===== src/rtl/keypad_scan_debounce_if.sv =====
// Keypad scanner port bundle: keypad pins (row drive, column sense) plus the
// decoded key stream handed to the display/decoder logic.
interface keypad_scan_debounce_if #(
    parameter int ROWS  = 4,
    parameter int COLS  = 4,
    parameter int DEPTH = 2,
    parameter int KW    = $clog2(ROWS * COLS)
);
    logic [COLS-1:0]     col;
    logic [ROWS-1:0]     row;
    logic [KW-1:0]       key_code;
    logic                key_valid;
    logic                pressed;
    logic [DEPTH*KW-1:0] digits;

    // Scanner side: drives the rows and publishes accepted keys.
    modport master (
        input  col,
        output row,
        output key_code,
        output key_valid,
        output pressed,
        output digits
    );

    // Keypad/consumer side: drives the columns and watches the key stream.
    modport slave (
        output col,
        input  row,
        input  key_code,
        input  key_valid,
        input  pressed,
        input  digits
    );
endinterface


===== src/rtl/keypad_scan_debounce.sv =====
// Matrix-keypad scanner: rotates a one-hot row drive, locks onto the first key
// seen, debounces its press and release on scan ticks, and keeps a short
// history of accepted key codes for a multi-digit display.
module keypad_scan_debounce #(
    parameter int ROWS       = 4,
    parameter int COLS       = 4,
    parameter int SCAN_DIV   = 1000,
    parameter int DEBOUNCE   = 8,
    parameter int DEPTH      = 2,
    parameter int RESET_CODE = 13
) (
    input  logic                   clk,
    input  logic                   reset,
    keypad_scan_debounce_if.master kp
);
    localparam int KW = $clog2(ROWS * COLS);
    localparam int DW = (SCAN_DIV > 1) ? $clog2(SCAN_DIV) : 1;
    localparam int RW = (ROWS > 1) ? $clog2(ROWS) : 1;
    localparam int CW = (COLS > 1) ? $clog2(COLS) : 1;
    localparam int NW = $clog2(DEBOUNCE + 1);

    typedef enum logic [1:0] {
        SCAN,
        PRESS_DB,
        HELD,
        REL_DB
    } state_t;

    logic [COLS-1:0] col_meta_reg;
    logic [COLS-1:0] col_sync_reg;
    logic [DW-1:0]   dwell_reg;
    logic [DW-1:0]   dwell_next;
    logic [RW-1:0]   row_idx_reg;
    logic [RW-1:0]   row_idx_next;
    logic [RW-1:0]   row_rot;
    logic [CW-1:0]   lcol_reg;
    logic [CW-1:0]   lcol_next;
    logic [CW-1:0]   prio_col;
    logic [CW-1:0]   code_col;
    logic [NW-1:0]   cnt_reg;
    logic [NW-1:0]   cnt_next;
    state_t          state_reg;
    state_t          state_next;
    logic            pressed_reg;
    logic            pressed_next;
    logic [KW-1:0]   key_code_reg;
    logic [KW-1:0]   digits_reg [DEPTH];
    logic [KW-1:0]   accept_code;
    logic            accept;
    logic            tick;
    logic            col_hit;
    logic [ROWS-1:0]     row_dec;
    logic [DEPTH*KW-1:0] digits_flat;

    // Two-flop synchroniser: the column pins are asynchronous to clk.
    always_ff @(posedge clk) begin
        if (!reset) begin
            col_meta_reg <= '0;
            col_sync_reg <= '0;
        end else begin
            col_meta_reg <= kp.col;
            col_sync_reg <= col_meta_reg;
        end
    end

    assign tick       = (dwell_reg == DW'(SCAN_DIV - 1));
    assign dwell_next = tick ? '0 : dwell_reg + 1'b1;
    assign row_rot    = (row_idx_reg == RW'(ROWS - 1)) ? '0 : row_idx_reg + 1'b1;
    assign col_hit    = col_sync_reg[lcol_reg];

    // Highest-numbered active column wins when several are high together.
    always_comb begin
        prio_col = '0;
        for (int c = 0; c < COLS; c++) begin
            if (col_sync_reg[c]) begin
                prio_col = CW'(c);
            end
        end
    end

    // Scan/debounce decisions; everything except the dwell counter moves only on a tick.
    always_comb begin
        state_next   = state_reg;
        row_idx_next = row_idx_reg;
        lcol_next    = lcol_reg;
        cnt_next     = cnt_reg;
        pressed_next = pressed_reg;
        accept       = 1'b0;
        code_col     = lcol_reg;
        if (tick) begin
            case (state_reg)
                SCAN: begin
                    if (col_sync_reg == '0) begin
                        row_idx_next = row_rot;
                    end else begin
                        lcol_next = prio_col;
                        code_col  = prio_col;
                        if (DEBOUNCE == 1) begin
                            accept       = 1'b1;
                            pressed_next = 1'b1;
                            cnt_next     = '0;
                            state_next   = HELD;
                        end else begin
                            cnt_next   = NW'(1);
                            state_next = PRESS_DB;
                        end
                    end
                end
                PRESS_DB: begin
                    if (col_hit) begin
                        if (cnt_reg == NW'(DEBOUNCE - 1)) begin
                            accept       = 1'b1;
                            pressed_next = 1'b1;
                            cnt_next     = '0;
                            state_next   = HELD;
                        end else begin
                            cnt_next = cnt_reg + 1'b1;
                        end
                    end else begin
                        cnt_next     = '0;
                        row_idx_next = row_rot;
                        state_next   = SCAN;
                    end
                end
                HELD: begin
                    if (!col_hit) begin
                        if (DEBOUNCE == 1) begin
                            pressed_next = 1'b0;
                            cnt_next     = '0;
                            row_idx_next = row_rot;
                            state_next   = SCAN;
                        end else begin
                            cnt_next   = NW'(1);
                            state_next = REL_DB;
                        end
                    end
                end
                REL_DB: begin
                    if (!col_hit) begin
                        if (cnt_reg == NW'(DEBOUNCE - 1)) begin
                            pressed_next = 1'b0;
                            cnt_next     = '0;
                            row_idx_next = row_rot;
                            state_next   = SCAN;
                        end else begin
                            cnt_next = cnt_reg + 1'b1;
                        end
                    end else begin
                        cnt_next   = '0;
                        state_next = HELD;
                    end
                end
                default: begin
                    cnt_next   = '0;
                    state_next = SCAN;
                end
            endcase
        end
        accept_code = KW'(int'(row_idx_reg) * COLS + int'(code_col));
    end

    // Scanner state registers; reset wins in every state.
    always_ff @(posedge clk) begin
        if (!reset) begin
            dwell_reg   <= '0;
            row_idx_reg <= '0;
            lcol_reg    <= '0;
            cnt_reg     <= '0;
            state_reg   <= SCAN;
            pressed_reg <= 1'b0;
        end else begin
            dwell_reg   <= dwell_next;
            row_idx_reg <= row_idx_next;
            lcol_reg    <= lcol_next;
            cnt_reg     <= cnt_next;
            state_reg   <= state_next;
            pressed_reg <= pressed_next;
        end
    end

    // Accepted key: latch its code and push it into the history, newest in slot 0.
    always_ff @(posedge clk) begin
        if (!reset) begin
            key_code_reg <= KW'(RESET_CODE);
            for (int i = 0; i < DEPTH; i++) begin
                digits_reg[i] <= KW'(RESET_CODE);
            end
        end else if (accept) begin
            key_code_reg  <= accept_code;
            digits_reg[0] <= accept_code;
            for (int i = DEPTH - 1; i > 0; i--) begin
                digits_reg[i] <= digits_reg[i-1];
            end
        end
    end

    genvar gi;
    generate
        for (gi = 0; gi < ROWS; gi++) begin : g_row
            assign row_dec[gi] = (row_idx_reg == RW'(gi));
        end
        for (gi = 0; gi < DEPTH; gi++) begin : g_digit
            assign digits_flat[gi*KW +: KW] = digits_reg[gi];
        end
    endgenerate

    assign kp.row       = row_dec;
    assign kp.key_code  = key_code_reg;
    assign kp.key_valid = accept & reset;
    assign kp.pressed   = pressed_reg;
    assign kp.digits    = digits_flat;
endmodule


===== src/flat_wrapper.sv =====
// flat-port wrapper written by rule: the top's interface ports become plain ports
module keypad_scan_debounce_flat 
#(
    parameter int ROWS       = 4,
    parameter int COLS       = 4,
    parameter int SCAN_DIV   = 1000,
    parameter int DEBOUNCE   = 8,
    parameter int DEPTH      = 2,
    parameter int RESET_CODE = 13
)
  (clk, reset, kp_col, kp_row, kp_key_code, kp_key_valid, kp_pressed, kp_digits);
  keypad_scan_debounce_if #(.ROWS(ROWS), .COLS(COLS), .DEPTH(DEPTH)) kp_i ();
  input  logic clk;
  input  logic reset;
  input wire logic [$bits(kp_i.col)-1:0] kp_col;
  output wire logic [$bits(kp_i.row)-1:0] kp_row;
  output wire logic [$bits(kp_i.key_code)-1:0] kp_key_code;
  output wire logic [$bits(kp_i.key_valid)-1:0] kp_key_valid;
  output wire logic [$bits(kp_i.pressed)-1:0] kp_pressed;
  output wire logic [$bits(kp_i.digits)-1:0] kp_digits;
  assign kp_i.col = kp_col;
  assign kp_row = kp_i.row;
  assign kp_key_code = kp_i.key_code;
  assign kp_key_valid = kp_i.key_valid;
  assign kp_pressed = kp_i.pressed;
  assign kp_digits = kp_i.digits;
  keypad_scan_debounce #(.ROWS(ROWS), .COLS(COLS), .SCAN_DIV(SCAN_DIV), .DEBOUNCE(DEBOUNCE), .DEPTH(DEPTH), .RESET_CODE(RESET_CODE)) u_core (.clk(clk), .reset(reset), .kp(kp_i));
endmodule

===== config.mk =====
export PLATFORM = sky130hd
export DESIGN_NAME = keypad_scan_debounce_flat
export DESIGN_NICKNAME = d
export VERILOG_FILES = /design/src/rtl/keypad_scan_debounce_if.sv /design/src/rtl/keypad_scan_debounce.sv /design/src/flat_wrapper.sv
export SDC_FILE = /design/constraint.sdc
export NUM_CORES = 1
export LEC_CHECK = 0
export CAP_MARGIN = 10
export CORE_UTILIZATION = 45
export DETAILED_ROUTE_END_ITERATION = 6
export GPL_ROUTABILITY_DRIVEN = 0
export PLACE_DENSITY = 0.69
export SYNTH_ARGS = -nofsm -noshare
export SYNTH_HDL_FRONTEND = slang
export SYNTH_SLANG_ARGS = --single-unit

===== constraint.sdc =====
create_clock -name clk -period 2.1 [get_ports clk]
set_input_delay 0.525 -clock clk [delete_from_list [all_inputs] [get_ports clk]]
set_output_delay 0.525 -clock clk [all_outputs]
set_load 0.02 [all_outputs]

==> flow_metrics.tcl <==
set metrics [dict create \
    status "finished, final reports clean" \
    crit_path_start_kind "flop" \
    seq_area_um2 907.1 \
    worstSetupEndpointType "primary output" \
    wl_per_cell_um 13.02 \
    placed_area_um2 2233 \
    diodes 0 \
    finClkSkew_ps 12.07 \
    final_area_um2 2369 \
    overflow 0 \
    timing.final.crit_share 0.9648 \
    grt.total_usage 0.2036 \
    area_delta_synth_final_pct 36.68 \
    largest_reg_flops 10 \
    wirelength_mm 3.660 \
    max_cap_violations 0 \
    p_switching_uw 314.1 \
    syn_nets 187 \
    post_cts_buffers 0 \
    ir_drop_mv 0.3967 \
    ys_seq_area_frac 0.5199 \
    p_seq_frac 0.558 \
    synth_edf_count 8 \
    start_util 0.4698 \
    combPwrFrac 0.063 \
    hold_viol_final 0 \
    worst_slew_pin_slew_ps 496.5 \
    internal-power_mw 1.173 \
    synth_area_um2 1733 \
    ys_seq_elements 41 \
    synthArstFlopShare 0 \
    dp_hpwl_mm 2.763 \
    grt_pass1_vias 1464 \
    ys.flop_type "dfxtp_1" \
    rows 22 \
    dieWidth_um 64.06 \
    slew_viol_final 0 \
    ios 24 \
    dieArea_um2 4103 \
    slew_headroom 0.6659 \
    worst_ep_arrival_time_ps 1500 \
    rsz0062_at_grt "false" \
    power_leakage_nw 0.9512 \
    htree_levels 2 \
    worstSkewPairLatency_ps 300 \
    worstPathMaxFanout 2 \
    cts.sinks 41 \
    finalNetCount 244 \
    cts_buffers 5 \
    antenna_found_initial 0 \
    antenna_left 0 \
    use_met3 0.05714 \
    crit_type "reg2out" \
    total_power_mw 1.487 \
    p_sw_frac 0.2113 \
    power_density_nw_per_um2 627.7 \
    fin_setup_tns_ps 0 \
    core_area_um2 3689 \
    met1_usage 0.2336 \
    drt_pass1_iterations 4 \
    cts.path.max_buffers 2 \
    vias 1440 \
    drtIter0Drc 44 \
    netlist_instances 175 \
    r2r_slack_ps 170 \
    fillers 298 \
    yosysWarnings 0 \
    syn_avg_cell_area_um2 9.902 \
    drcViolationCount 0 \
    cts_tree "built" \
    ys_types 36 \
    die_h_um 64.06 \
    final_period_minus_worst_setup_slack_ps 2026 \
    layout-drive-gt1-share 0.2103 \
    grt_pass1_wl_mm 6.341 \
    finalSetupViolCount 0 \
    met2_usage 0.3484 \
    port_buffers 23 \
    multi_input_area_um2 829.5 \
    path_clk_slew_ps 70 \
    via_per_inst 5.125 \
    required_ps 1570 \
    root_buffer "clkbuf_8" \
    grt_start_max_net_pins 21 \
    worstHoldPathType "reg2reg" \
    cts_hold_buf 0 \
    clockPowerShare 0.379 \
    fmax_ghz 0.4936 \
    grt-busiest-layer "met2" \
]
[cell usage in the layout, fill, tap and decap left out, types with 8 or more instances in the layout]
cell             count
nand3_1             11
and2_1              11
dfxtp_1             28
and3_1               8
clkdlybuf4s50_1     20
buf_4               29
nand2_1             10
nor2_1              22
o21ai_0              9
edfxtp_1             8
[worst max-delay path, cell delays in order, from the launching register on]
cell	delay, ps
dfxtp_2	340
mux4_2	520
nand3b_1	170
nor3_4	60
buf_6	130
[repair_timing]
item	in CTS	in global routing
endpoints found under the setup margin	2	4
endpoints found under the hold margin	0	0
resized for setup	6	12
pin swaps	2	2
[through the flow]
| stage | setup slack, ps | util | cells | hold slack, ps |
|---|---|---|---|---|
| detailed placement | -433.6 | 0.6055 | 273 | 421.5 |
| finish | 73.88 | 0.6421 | 281 | 437.1 |
| global route | 6.566 | 0.6421 | 281 | 459.5 |
| global placement | -431.0 | 0.6055 | 273 | 413.9 |
| CTS | -2.576 | 0.6323 | 281 | 439.2 |
| floorplan | 13.32 | - | 175 | 411.9 |
[final cells by class]
cell class              count  area share
clock inverters             1    0.002113
clock buffers               7     0.04120
inverters                   5    0.007924
multi-input cells         127      0.3502
flip-flops and latches     41      0.3830
well taps                  48     0.02536
repair buffers             52      0.1902
[power groups by stage]
| stage | combinational, mW | sequential, mW | clock [mW] |
|---|---|---|---|
| finish | 0.0940 | 0.830 | 0.563 |
| global route | 0.103 | 0.831 | 0.606 |
| CTS | 0.0921 | 0.827 | 0.576 |
| detailed placement | 0.0918 | 0.845 | 0 |
| global placement | 0.0892 | 0.844 | 0 |
| floorplan | 0.0344 | 0.854 | 0 |
[path summary, 6_finish.rpt]
check,cells after the start,start,end
worst min-delay path,1,u_core.col_meta_reg[0],u_core.col_sync_reg[0]
worst max-delay path,4,u_core.lcol_reg[1],kp_key_valid
worst min register to register,1,u_core.col_meta_reg[0],u_core.col_sync_reg[0]
worst max register to register,6,u_core.lcol_reg[1],u_core.row_idx_reg[0]
[logic make-up after synthesis]
group	synth area share
XOR/XNOR	0.04549
buffers and inverters	0.01516
adder cells (fa/ha/maj)	0.04332
AND/OR/NAND/NOR	0.2549
multiplexers	0.03032
AO/OA/AOI/OAI	0.09097
flip-flops	0.5199
[metal layers]
metal	vias to the layer above	routed length, um
li1	727	-
met1	670	1697
met2	38	1761
met3	5	143
met4	0	59
met5	-	0
[cell usage after synthesis (all sizes together), types with 2 or more instances]
cell type	count	area share
nor3	5	0.017
o21a	2	0.0087
nor2	22	0.048
ha	6	0.043
mux2i	3	0.017
edfxtp	8	0.14
nand3b	4	0.017
a21oi	6	0.017
and2	11	0.040
a31oi	2	0.0072
xor2	6	0.030
clkbuf	2	0.0043
xnor2	3	0.015
nand2	10	0.022
o21ai	9	0.026
dfxtp	33	0.38
inv	4	0.0087
nand2b	4	0.014
nand3	11	0.032
and3	9	0.032
No activity file was read; power rests on OpenSTA's default activity.
